**config.mk**
```make
export PLATFORM = sky130hd
export DESIGN_NAME = spike_rate_encoder
export DESIGN_NICKNAME = d
export VERILOG_FILES = /design/src/rtl/spike_rate_encoder.sv
export SDC_FILE = /design/constraint.sdc
export NUM_CORES = 1
export LEC_CHECK = 0
export ABC_AREA = 1
export CAP_MARGIN = 25
export CORE_MARGIN = 4
export CORE_UTILIZATION = 52
export CTS_BUF_LIST = sky130_fd_sc_hd__clkbuf_8 sky130_fd_sc_hd__clkbuf_16
export CTS_CLUSTER_SIZE = 20
export DETAILED_ROUTE_END_ITERATION = 8
export PLACE_DENSITY = 0.87
export SETUP_SLACK_MARGIN = 0.5
export SLEW_MARGIN = 20
export SYNTH_ARGS = -nofsm -noshare
export SYNTH_HDL_FRONTEND = slang
export SYNTH_SLANG_ARGS = --single-unit
export TNS_END_PERCENT = 50
```
**constraint.sdc**
```tcl
create_clock -name clk -period 2.53 [get_ports clk]
set_input_delay 0.506 -clock clk [delete_from_list [all_inputs] [get_ports clk]]
set_output_delay 0.506 -clock clk [all_outputs]
set_load 0.01 [all_outputs]
```
**src/rtl/spike_rate_encoder.sv**
```systemverilog
// spike_rate_encoder: rate-codes per-channel intensities into spike trains
// using one phase accumulator per channel, paced by an external step enable.
module spike_rate_encoder #(
  parameter int NUM_INPUTS      = 4,
  parameter int INTENSITY_WIDTH = 8,
  parameter int NUM_STEPS       = 256
) (
  input  logic clk,
  input  logic rst,
  input  logic in_valid,
  output logic in_ready,
  input  logic [NUM_INPUTS*INTENSITY_WIDTH-1:0] in_data,
  input  logic step_en,
  input  logic abort,
  output logic [NUM_INPUTS-1:0] spike_out,
  output logic spike_valid,
  output logic busy,
  output logic done
);

  localparam int N  = NUM_INPUTS;
  localparam int W  = INTENSITY_WIDTH;
  localparam int CW = (NUM_STEPS > 1) ? $clog2(NUM_STEPS) : 1;
  localparam logic [CW-1:0] LAST = CW'(NUM_STEPS - 1);

  typedef enum logic {
    IDLE,
    RUN
  } state_t;

  state_t state;
  state_t state_nxt;

  logic [W-1:0]  inten [N];
  logic [W-1:0]  acc   [N];
  logic [W:0]    sum   [N];
  logic [N-1:0]  carry;
  logic [CW-1:0] cnt;

  logic accept;
  logic step;
  logic last;
  logic kill;

  assign in_ready = (state == IDLE);
  assign busy     = (state == RUN);

  assign accept = in_valid & in_ready;
  assign kill   = (state == RUN) & abort;
  assign step   = (state == RUN) & step_en & ~abort;
  assign last   = step & (cnt == LAST);

  // Next-state selection; abort wins over a final step.
  always_comb begin
    state_nxt = state;
    unique case (state)
      IDLE: begin
        if (in_valid) state_nxt = RUN;
      end
      RUN: begin
        if (abort)     state_nxt = IDLE;
        else if (last) state_nxt = IDLE;
      end
      default: state_nxt = IDLE;
    endcase
  end

  // State register.
  always_ff @(posedge clk or posedge rst) begin
    if (rst) state <= IDLE;
    else     state <= state_nxt;
  end

  // Per-channel (W+1)-bit phase sum; the top bit is the spike.
  always_comb begin
    for (int i = 0; i < N; i++) begin
      sum[i]   = {1'b0, acc[i]} + {1'b0, inten[i]};
      carry[i] = sum[i][W];
    end
  end

  // Intensity latch and accumulator update.
  always_ff @(posedge clk or posedge rst) begin
    if (rst) begin
      for (int i = 0; i < N; i++) begin
        inten[i] <= '0;
        acc[i]   <= '0;
      end
    end else if (accept) begin
      for (int i = 0; i < N; i++) begin
        inten[i] <= in_data[i*W +: W];
        acc[i]   <= '0;
      end
    end else if (kill) begin
      for (int i = 0; i < N; i++) begin
        acc[i] <= '0;
      end
    end else if (step) begin
      for (int i = 0; i < N; i++) begin
        acc[i] <= sum[i][W-1:0];
      end
    end
  end

  // Step counter within the current window.
  always_ff @(posedge clk or posedge rst) begin
    if (rst)                 cnt <= '0;
    else if (accept || kill) cnt <= '0;
    else if (step)           cnt <= cnt + CW'(1);
  end

  // Registered step results; zero on any cycle without a step.
  always_ff @(posedge clk or posedge rst) begin
    if (rst) begin
      spike_out   <= '0;
      spike_valid <= 1'b0;
      done        <= 1'b0;
    end else begin
      spike_out   <= step ? carry : '0;
      spike_valid <= step;
      done        <= last;
    end
  end

endmodule

```
==> results.py <==
metrics = {
    "critical_path": {
        "arrival_ns": 1.46,
        "timing.reg2reg.worst_path_depth": 8,
        "cp.required_ns": 2.02,
        "ff2ff_setup_slack_ns": 0.81,
        "endpoint_kind": "primary output",
        "reg2reg_to": "acc[20]$_DFFE_PP0P_",
        "r2r-start": "inten[16]$_DFFE_PP0P_",
        "slowest_delay_ns": 0.60,
        "crit_path_max_fanout": 6,
        "path_cells": "clkdlybuf4s50_1",
        "worst-path-buf-inv": 1,
        "crit_type": "reg -> out",
        "cp_top_family": "buffers and inverters",
        "cpMaxStageDelayCell": "clkdlybuf4s50_1",
        "start_kind": "flip-flop",
    },
    "route": {
        "maxUsedRoutingLayer": "met4",
        "vias_per_cell": 5.21,
        "routed_wl_mm": 9.32,
        "drt_iter0_drc": 198,
        "drt-pass1-iter-count": 4,
        "ant_nets": 0,
        "drcViolationCount": 0,
        "met1Wirelength_mm": 4.06,
        "vias": 3674,
        "wl_per_cell_um": 13.2,
        "met2_length_mm": 4.60,
        "wl_met3_um": 527,
    },
    "layout": {
        "final_util": 0.632,
        "final_area_mm2": 0.00517,
        "fin_nets": 670,
        "drive_above_1_share": 0.0517,
        "syn_to_final_growth_pct": 18.7,
        "diodes": 0,
    },
    "synthesis": {
        "yosysSeqAreaShare": 0.454,
        "postSynthRegisterBits": 79,
        "synth_area_leaders": "dfrtp_1 45%, nand2_1 20%, ha_1 9.5%, nand3_1 3.7%, inv_1 3.5%",
        "syn-instance-count": 547,
        "yosys_warnings": 0,
        "ys_types": 24,
        "synthDominantCellAreaShare": 0.454,
        "avgSynthCellArea_um2": 7.96,
        "synth.net_count": 621,
        "yosysTopAreaCell": "dfrtp_1",
        "syn_area_mm2": 0.00435,
    },
    "power_and_ir_drop": {
        "p_per_area_mw_per_mm2": 699,
        "ir_drop_v": 0.000335,
        "leakage_uw": 0.00278,
    },
    "place": {
        "place.gp.congestion": 0.872,
        "portBuffers": 44,
        "dpl-instance-area_mm2": 0.00493,
        "hpwl_mm": 6.71,
        "place_ws_ns": 0.273,
    },
    "sta": {
        "period_share": 0.777,
        "maxSlewHeadroom": 0.612,
        "max_freq_mhz": 509,
        "setup_viol": 0,
        "fin_tns_setup_ns": 0,
        "period_needed_ns": 1.97,
        "rsz0062_at_grt": "no",
        "drv_slew": 0,
        "fin_ws_ns": 0.564,
        "skew_ns": 0.0106,
        "worst_pin_slew_ns": 0.581,
        "final_hold_viol_count": 0,
    },
    "min_path": {
        "hp-class": "reg -> reg",
        "min_from": "inten[19]$_DFFE_PP0P_",
        "min_to": "inten[19]$_DFFE_PP0P_",
        "whs_path_depth": 2,
    },
    "grt": {
        "grt_max_degree": 37,
        "gr-total-overflow": 0,
        "grt_antenna_before_repair": 0,
        "grt_pass1_vias": 3692,
        "grt_pass1_wl_mm": 16.2,
        "grt_usage": 0.202,
    },
    "clock_tree": {
        "root_buffer": "clkbuf_8",
        "postCtsResizedCells": 0,
        "cts_setup_buffers": 0,
        "clk_pin_slew_ns": 0.08,
        "cts_max_level": 3,
        "cts_tree": "built",
        "cts_made_buffers": 9,
        "cts_num_sinks": 79,
        "cts_buffer_depth": 2,
        "insertion_delay_ns": 0.35,
        "ctsHoldBuffers": 0,
    },
    "floorplan": {
        "fp-row-count": 33,
        "fp.dieW_um": 99.5,
        "initial_core_util": 0.532,
        "coreArea_mm2": 0.00818,
        "dieArea_mm2": 0.00990,
        "pin_count": 45,
        "die_y_um": 99.5,
    },
    "outcome": {
        "status": "finished, final reports clean",
    },
    "job": {
        "cap_violations": 0,
    },
}
-- layout by cell type, fill, tap and decap left out, types with 3 or more instances in the layout --
| cell type | netlist | routed |
|---|---|---|
| a22o_1 | 8 | 8 |
| nor2_1 | 28 | 27 |
| clkdlybuf4s50_1 | 0 | 44 |
| fa_1 | 4 | 4 |
| ha_1 | 33 | 33 |
| o21ai_1 | 5 | 5 |
| nand3b_1 | 8 | 8 |
| and2_1 | 4 | 4 |
| o21a_1 | 4 | 4 |
| or2_2 | 4 | 4 |
| buf_4 | 2 | 3 |
| inv_1 | 41 | 42 |
| a21oi_1 | 24 | 24 |
| clkbuf_8 | 0 | 9 |
| buf_12 | 0 | 3 |
| bufinv_16 | 0 | 3 |
| nand2_1 | 237 | 237 |
| dfrtp_1 | 79 | 79 |
| o21ai_0 | 16 | 16 |
| nand3_1 | 32 | 32 |
-- registers in the layout, summed over array words and instances (netlist names) --
signal       cells
spike_valid      1
done             1
inten           32
acc             32
busy             1
spike_out        4
cnt              8
-- cell type report --
type	count	area (um2)
tap	105	131
inverter	43	165
timing repair buffer	51	538
clock buffer	9	124
sequential	79	1980
multi-input combinational	412	2130
clock inverter	6	103
fill	678	3010
-- logic make-up (layout without fill, tap and decap cells) --
logic type      count (synthesis)  count (layout)  synth area share
fa+ha+maj                      37              37             0.113
buf+inv                        56             109            0.0569
simple gates                  317             317             0.299
compound gates                 58              58            0.0767
flops                          79              79             0.454
-- worst max path at each step --
stage                         start             endpoint  slack, ns  cells after the start
2_1_floorplan  inten[8]$_DFFE_PP0P_  acc[12]$_DFFE_PP0P_       0.99                      7
3_3_place_gp               in_valid       busy$_DFF_PP0_       0.38                      5
3_5_place_dp               in_valid       busy$_DFF_PP0_       0.27                      5
4_1_cts              busy$_DFF_PP0_             in_ready       0.55                      2
5_1_grt              busy$_DFF_PP0_                 busy       0.51                      1
6_report             busy$_DFF_PP0_                 busy       0.56                      1
-- tightest hold or removal path, cell delays in order (launching register included) --
cell	delay, ns
dfrtp_1	0.35
nand2_1	0.06
nand2_1	0.05
-- power breakdown --
group / switching [uW] / total [uW] / internal [uW]
Clock: 445 / 1090 / 641
Combinational: 549 / 949 / 399
Sequential: 136 / 1580 / 1440
-- routing by layer --
layer,vias to the layer above,track usage
met2,82,0.344
met5,-,0
li1,1854,-
met1,1722,0.252
met3,16,0.0519
met4,0,0.0630
-- synthesized netlist by cell type --
master / n
nand2_2: 1
o21ai_1: 5
buf_2: 6
and3_1: 2
fa_1: 4
nand3_1: 32
o21a_1: 4
or2_2: 4
o21ai_0: 16
a21oi_1: 24
nor2_1: 28
inv_2: 2
o21ai_2: 1
nand2_1: 237
a22o_1: 8
nand3_4: 1
and2_1: 4
clkbuf_1: 2
inv_1: 41
dfrtp_1: 79
ha_1: 33
nand3b_1: 8
buf_6: 3
buf_4: 2
-- stage by stage --
step	instances	power, uW	hold slack (ns)
after detailed placement	689	2530	0.465
after floorplan	547	2260	0.448
after global placement	689	2460	0.467
final	705	3610	0.486
after CTS	704	3620	0.490
after global routing	705	3850	0.506
Note: power is estimated with default switching activity, not from simulation.
